[src/rtl/fetch_sequencer.sv]
// Instruction-fetch front end: pulls opcode, optional extension and immediate
// bytes over an 8-bit bus and presents the assembled instruction to execute.
module fetch_sequencer #(
  parameter int ADDR_WIDTH = 24
) (
  input  logic                  clk,
  input  logic                  reset_n,
  input  logic                  redirect,
  input  logic [ADDR_WIDTH-1:0] redirect_pc,
  output logic                  bus_req,
  output logic [ADDR_WIDTH-1:0] bus_addr,
  input  logic                  bus_ack,
  input  logic [7:0]            bus_rdata,
  output logic [7:0]            dec_opcode,
  output logic [7:0]            dec_opext,
  input  logic                  need_opext,
  input  logic                  need_imm,
  input  logic                  imm_size,
  output logic                  instr_valid,
  input  logic                  instr_ready,
  output logic [7:0]            instr_opcode,
  output logic [7:0]            instr_opext,
  output logic [15:0]           instr_imm,
  output logic [ADDR_WIDTH-1:0] instr_pc,
  output logic [2:0]            instr_len,
  output logic [2:0]            dbg_state
);

  // Handshakes: a bus byte is consumed in any cycle with bus_req & bus_ack;
  // an instruction transfers in any cycle with instr_valid & instr_ready,
  // unless redirect is also high, in which case nothing transfers.

  typedef enum logic [2:0] {
    IDLE     = 3'd0,
    F_OP     = 3'd1,
    F_EXT    = 3'd2,
    F_IMM_LO = 3'd3,
    F_IMM_HI = 3'd4,
    HOLD     = 3'd5
  } state_e;

  state_e                state_q, state_d;
  logic [ADDR_WIDTH-1:0] pc_q, pc_d;
  logic [7:0]            opcode_q, opcode_d;
  logic [7:0]            opext_q, opext_d;
  logic [15:0]           imm_q, imm_d;
  logic [ADDR_WIDTH-1:0] ipc_q, ipc_d;
  logic [2:0]            len_q, len_d;
  logic                  ack;
  logic [2:0]            imm_bytes;

  always_ff @(posedge clk or negedge reset_n) begin
    if (!reset_n) begin
      state_q  <= IDLE;
      pc_q     <= '0;
      opcode_q <= 8'h00;
      opext_q  <= 8'h00;
      imm_q    <= 16'h0000;
      ipc_q    <= '0;
      len_q    <= 3'd1;
    end else begin
      state_q  <= state_d;
      pc_q     <= pc_d;
      opcode_q <= opcode_d;
      opext_q  <= opext_d;
      imm_q    <= imm_d;
      ipc_q    <= ipc_d;
      len_q    <= len_d;
    end
  end

  // Bus outputs come from registered state only, never from bus_ack.
  assign bus_req   = (state_q == F_OP) || (state_q == F_EXT) ||
                     (state_q == F_IMM_LO) || (state_q == F_IMM_HI);
  assign bus_addr  = pc_q;
  assign ack       = bus_req & bus_ack;
  assign dbg_state = state_q;

  assign instr_valid  = (state_q == HOLD);
  assign instr_opcode = opcode_q;
  assign instr_opext  = opext_q;
  assign instr_imm    = imm_q;
  assign instr_pc     = ipc_q;
  assign instr_len    = len_q;

  // The decoder sees the byte in its ack cycle so the next state needs no bubble.
  assign dec_opcode = ((state_q == F_OP) && bus_ack) ? bus_rdata : opcode_q;
  assign dec_opext  = ((state_q == F_EXT) && bus_ack) ? bus_rdata : opext_q;

  assign imm_bytes = {2'b00, need_imm} + {2'b00, need_imm & imm_size};

  always_comb begin
    state_d  = state_q;
    pc_d     = pc_q;
    opcode_d = opcode_q;
    opext_d  = opext_q;
    imm_d    = imm_q;
    ipc_d    = ipc_q;
    len_d    = len_q;

    if (redirect) begin
      // Any byte acked this cycle and any pending instruction are dropped.
      state_d = F_OP;
      pc_d    = redirect_pc;
      opext_d = 8'h00;
      imm_d   = 16'h0000;
    end else begin
      case (state_q)
        F_OP: begin
          if (ack) begin
            pc_d     = pc_q + 1'b1;
            opcode_d = bus_rdata;
            ipc_d    = pc_q;
            if (need_opext) begin
              len_d   = 3'd2;
              state_d = F_EXT;
            end else if (need_imm) begin
              len_d   = 3'd1 + imm_bytes;
              state_d = F_IMM_LO;
            end else begin
              len_d   = 3'd1;
              state_d = HOLD;
            end
          end
        end
        F_EXT: begin
          if (ack) begin
            pc_d    = pc_q + 1'b1;
            opext_d = bus_rdata;
            len_d   = len_q + imm_bytes;
            state_d = need_imm ? F_IMM_LO : HOLD;
          end
        end
        F_IMM_LO: begin
          if (ack) begin
            pc_d       = pc_q + 1'b1;
            imm_d[7:0] = bus_rdata;
            state_d    = imm_size ? F_IMM_HI : HOLD;
          end
        end
        F_IMM_HI: begin
          if (ack) begin
            pc_d        = pc_q + 1'b1;
            imm_d[15:8] = bus_rdata;
            state_d     = HOLD;
          end
        end
        HOLD: begin
          if (instr_ready) begin
            opext_d = 8'h00;
            imm_d   = 16'h0000;
            state_d = F_OP;
          end
        end
        default: state_d = state_q;
      endcase
    end
  end

endmodule

[config.mk]
export PLATFORM = sky130hd
export DESIGN_NAME = fetch_sequencer
export DESIGN_NICKNAME = d
export VERILOG_FILES = /design/src/rtl/fetch_sequencer.sv
export SDC_FILE = /design/constraint.sdc
export NUM_CORES = 1
export LEC_CHECK = 0
export BUFFER_PORTS_ARGS = -buffer_cell sky130_fd_sc_hd__clkbuf_2
export CAP_MARGIN = 20
export CORE_MARGIN = 2
export CORE_UTILIZATION = 50
export CTS_CLUSTER_SIZE = 40
export DETAILED_ROUTE_END_ITERATION = 10
export PLACE_DENSITY = 0.87
export SYNTH_ARGS = -nofsm -noshare
export SYNTH_HDL_FRONTEND = slang
export SYNTH_SLANG_ARGS = --single-unit
export TNS_END_PERCENT = 1
[constraint.sdc]
create_clock -name clk -period 2.5 [get_ports clk]
set_input_delay 0.5 -clock clk [delete_from_list [all_inputs] [get_ports clk]]
set_output_delay 0.5 -clock clk [all_outputs]
set_load 0.02 [all_outputs]
Word level (Yosys, flattened, before mapping)

Cells that the tools add are included.

Flip-flop bits (word level): 86
Input bits: 40
Word-level logic and storage cells: 75

Add/sub/neg operators: 4
Equality and inequality tests: 12
Multiplexer cells: 28
Bitwise operators: 3
Reductions and logical operators: 20

Operator list:

| kind                  | count |
|---|---|
| $mux 24               | 3 |
| $pmux 8 s2            | 3 |
| $mux 8                | 5 |
| $mux 3                | 12 |
| $mux 16               | 2 |
| $add 24x1->24 const B | 1 |
| $pmux 3 s5            | 1 |
| $ne 3x3->1 const B    | 4 |
| $reduce_and 3->1      | 4 |
| $reduce_bool 3->1     | 3 |
| $eq 3x2->1 const B    | 2 |
| $eq 3x3->1 const B    | 2 |
| $pmux 3 s2            | 1 |
| $reduce_and 6->1      | 1 |
| $reduce_bool 2->1     | 3 |
| $reduce_bool 6->1     | 1 |
| $ne 2x2->1 const B    | 2 |
| $reduce_and 4->1      | 1 |
| $reduce_or 4->1       | 1 |
| $add 1x2->3 const A   | 1 |
| $add 3x2->3           | 1 |
| $eq 3x1->1 const B    | 1 |
| $logic_or 1x1->1      | 3 |
| $ne 3x2->1 const B    | 1 |
| 6 further kinds       | 8 |

Depth between registers and ports, before layout

Depth in word-level cells: 8
Mapped depth: 8

Least setup slack after synthesis

Ideal clock, no wire load.

Path kind: flip-flop to output port
Start: register state_q[0] (netlist: dbg_state[0])
End: output dec_opext[0]
Arrival time: 2.030 ns
Setup slack: -0.030 ns
Stages on the path, launching flop included: 6
Path buffers: 2
Cell sequence: dfrtp_1 buf_2 nor3b_1 and2_1 clkbuf_1 mux2_2

Longest elaborated chain between the ends: 3

Ends and longest elaborated chain:

| element                | line | text |
|---|---|---|
| from (decl)            | 42   | `state_e state_q, state_d;` |
| from (signal assigned) | 62   | `state_q <= state_d;` |
| $eq 3x2->1             | 88   | `assign dec_opext = ((state_q == F_EXT) && bus_ack) ? bus_rdata : opext_q;` |
| $logic_and 1x1->1      | 88   |  |
| $mux 8                 | 88   |  |
| to (decl)              | 15   | `output logic [7:0] dec_opext,` |

Every way passes these cells.

Final worst setup path

Start: register state_q[0] (netlist: dbg_state[0])
End: output dec_opext[1]

The elaborated chain is that of the path after synthesis.

==> results.md <==
- Register area: roughly 2200 µm²
- Endpoints failing setup: 0
- Final critical delay including setup and external delays: 2.45 ns
- Tightest Pin Transition: between 0.6 and 0.7 ns
- Drt first-iter violations: between 150 and 200
- Die H: roughly 100 µm
- Area contributors post-synth: sky130_fd_sc_hd__dfrtp_1, sky130_fd_sc_hd__mux2_2, sky130_fd_sc_hd__or4_1
- Number of nets at the end of the flow: about 580
- Max-cap violations: 0
- Deepest clock path buffer count: 2
- Routed via count: 3,769
- Post-Synthesis Net Count: about 430
- Number of filler instances in the final layout: between 600 and 700
- Clk Latency, worst-skew pair: between 0.3 and 0.4 ns
- Hold Crit Class: input port to asynchronous set/reset pin
- CTS Buf Count: 9
- WL final: between 10,000 and 15,000 µm
- Setup Slack @ Placement: roughly 0.13 ns
- Arrival time of data at the critical path endpoint: roughly 2.0 ns
- CTS sink cnt: between 80 and 90
- Number of synthesis warnings: 0
- Area of the multi-input gates: roughly 2000 µm²
- Number of enable flip-flop cells after synthesis: 0
- FMAX: a little over 400 MHz
- First drt pass iteration count: 5
- Leakage power of the design: about 2.6 nW
- Cell Area, Synth: 4340 µm²
- Peak-usage layer in the global routing report: met2
- FP Rows: 33
- Average cell area after synthesis: between 10 and 15 µm²
- Antenna diodes: 0
- GR Overflow Total: 0
- Capturing element type of the critical path: output port
- Wire length per cell: roughly 18 µm
- Summed area of non-filler cells in the final layout: approximately 5500 µm²
- Total power divided by cell area: 1100 nW/µm²
- Setup repair after global routing missed its margin: true
- Post-Route Skew: about 0.016 ns
- Number of pins with negative max-slew slack in the final report: 0
- Pin count of the biggest net entering global routing: between 40 and 50
- Fraction of met2 tracks used by global routing: 0.399
- Detailed-route DRC error count: 0
- Synth Instances: 387
- Detail-routed via count per cell: 5.82
- Register-to-register setup slack: approximately 0.29 ns
- Root buf cell: sky130_fd_sc_hd__clkbuf_8
- Worst r2r path cells: 5
- Startpoint type of the worst setup path: flop
- Clock tree from TritonCTS: yes
- Maximum ir drop on the vdd rail: a little over 0.0005 V
- Worst EP required: about 2.0 ns
- Async set-or-reset flop fraction in the synthesized netlist: 1.00
- Count of different cell masters after synthesis: 48
- Placeable core area: 8300 µm²
- Number of antenna-violating nets in the routed design: 0
- Fraction of layout instances using a drive strength above 1: 0.495
- Post-detailed-placement cell area: 5260 µm²
- Share of the yosys chip area belonging to registers: 0.496
- Post-CTS Hold Fix Bufs: 0
- Floorplan die width: about 97 µm
- Setup WS post-layout: 0.0477 ns
- #FFs+latches synth: 86
- Share of the clock period used by the worst path after layout: 0.981
- Outcome: finished, final reports clean
- Synth Flop Type: sky130_fd_sc_hd__dfrtp_1
- Met1 routing resource usage after global routing: 0.320
- Initial Utilization: 0.523
- Capture point of the worst reg-to-reg path: bus_addr[15]
- Antenna violations before repair: 0
- Detailed Place HPWL: between 8000 and 9000 µm
- Maximum net fanout on the critical path: 9
- H-tree depth reported by CTS: 3
- Placer's final routability congestion estimate: approximately 0.84
- Headroom to the max-slew limit: 0.594
- Total Die Area: 9440 µm²
- Fraction of met3 tracks used by global routing: 0.0604
- Top-area cell type share of the netlist area: 0.490
- Worst reg2reg startpoint: dbg_state[0]
- Number of hold violations in the final report: 0
- Quantity of I/O buffers inserted on ports: between 100 and 150
- Critical setup path kind: flop to output port
- Total global routing track utilization: 0.243
- IO Count: between 100 and 150
- Leading area contributor after synthesis: sky130_fd_sc_hd__dfrtp_1
- Post-CTS Setup Repair Bufs: 0
- Worst-path clk slew: ~0.10 ns
- Synthesis-to-layout area growth: 25.9%
- Global-route wire length before repair: approximately 19,000 µm
- Number of global-route vias before repair: around 3,600
==> layout by cell type (no fill, tap or decap), types with 12 or more instances in the layout <==
cell and n:
sky130_fd_sc_hd__clkbuf_2 138, sky130_fd_sc_hd__dfrtp_1 82, sky130_fd_sc_hd__mux2_2 75, sky130_fd_sc_hd__nor2_1 23, sky130_fd_sc_hd__nand2_1 21, sky130_fd_sc_hd__buf_4 19
sky130_fd_sc_hd__a31oi_1 15, sky130_fd_sc_hd__or4_1 14, sky130_fd_sc_hd__nand3_1 14, sky130_fd_sc_hd__inv_1 12
==> timing repair <==
| action | 4_1_cts | 5_1_grt |
|---|---|---|
| pin swaps | 1 | 0 |
| hold endpoints to repair | 0 | 0 |
| setup endpoints to repair | 16 | 16 |
| gates resized for setup | 7 | 8 |
==> critical path: stages, from the launching register on <==
cell,delay [ns]
sky130_fd_sc_hd__dfrtp_2,0.49
sky130_fd_sc_hd__nor3b_4,0.31
sky130_fd_sc_hd__and2_4,0.28
sky130_fd_sc_hd__mux2_2,0.35
sky130_fd_sc_hd__buf_2,0.16
==> report_power, final <==
| part | switching (mW) | internal, mW | leakage [nW] | total [mW] |
|---|---|---|---|---|
| Clock | 0.531 | 0.371 | 0.0902 | 0.903 |
| Combinational | 1.68 | 1.22 | 1.45 | 2.90 |
| Sequential | 0.386 | 1.85 | 1.03 | 2.23 |
| Total | 2.60 | 3.44 | 2.57 | 6.04 |
==> state kept, by name, summed over array words and instances, names as in the netlist <==
signal	flops
bus_addr	24
instr_pc	24
instr_imm	16
instr_opcode	8
instr_opext	8
dbg_state	3
instr_len	3
==> final cells by class <==
class | instances | share of cell area
Clock inverter | 7 | 0.0103
Timing Repair Buffer | 162 | 0.164
Multi-Input combinational cell | 267 | 0.377
Sequential cell | 86 | 0.395
Clock buffer | 9 | 0.0227
Inverter | 12 | 0.00824
Tap cell | 105 | 0.0240
==> stage by stage <==
step	hold slack (ns)	utilization	cells	setup TNS (ns)	total power, mW
6_report	0.112	0.659	648	0	6.04
5_1_grt	0.139	0.659	648	-0.405	6.38
4_1_cts	0.125	0.657	648	0	6.04
3_5_place_dp	0.489	0.633	632	0	5.12
3_3_place_gp	0.487	0.633	632	0	5.01
2_1_floorplan	0.204	-	387	0	4.08
==> logic make-up after synthesis <==
kind of cell	share of synthesized area
buf+inv	0.0349
simple gates	0.160
flops	0.496
xor+xnor	0.0101
fa+ha+maj	0.0133
mux	0.197
compound gates	0.0885
==> per-layer routing <==
metal  vias up  wire, µm
li1       1737         -
met1      1860      4760
met2       156      5720
met3        16       775
met4         0       158
met5         -         0
==> worst max-delay path by stage <==
stage	from	endpoint	slack, ns	depth (start not counted)
after global routing	dbg_state[0]	dec_opext[5]	-0.06	4
after floorplan	dbg_state[0]	dec_opext[0]	0.14	5
final	dbg_state[0]	dec_opext[1]	0.05	4
after detailed placement	dbg_state[0]	dec_opext[1]	0.13	4
after global placement	dbg_state[0]	dec_opext[2]	0.18	4
after CTS	dbg_state[2]	dec_opcode[2]	0.0004	5
==> synthesized netlist by cell type (6+ instances only) <==
library cell,n
sky130_fd_sc_hd__a31oi_1,15
sky130_fd_sc_hd__and3_1,8
sky130_fd_sc_hd__nand4_1,10
sky130_fd_sc_hd__nor4_1,6
sky130_fd_sc_hd__mux2_2,75
sky130_fd_sc_hd__nand2_1,21
sky130_fd_sc_hd__o21ai_0,10
sky130_fd_sc_hd__buf_2,7
sky130_fd_sc_hd__inv_1,12
sky130_fd_sc_hd__nor2_1,23
sky130_fd_sc_hd__o31ai_1,10
sky130_fd_sc_hd__or4_1,14
sky130_fd_sc_hd__a21oi_1,6
sky130_fd_sc_hd__dfrtp_1,85
sky130_fd_sc_hd__nand3_1,14
sky130_fd_sc_hd__clkbuf_1,12
(Power assumes the default switching activity.)
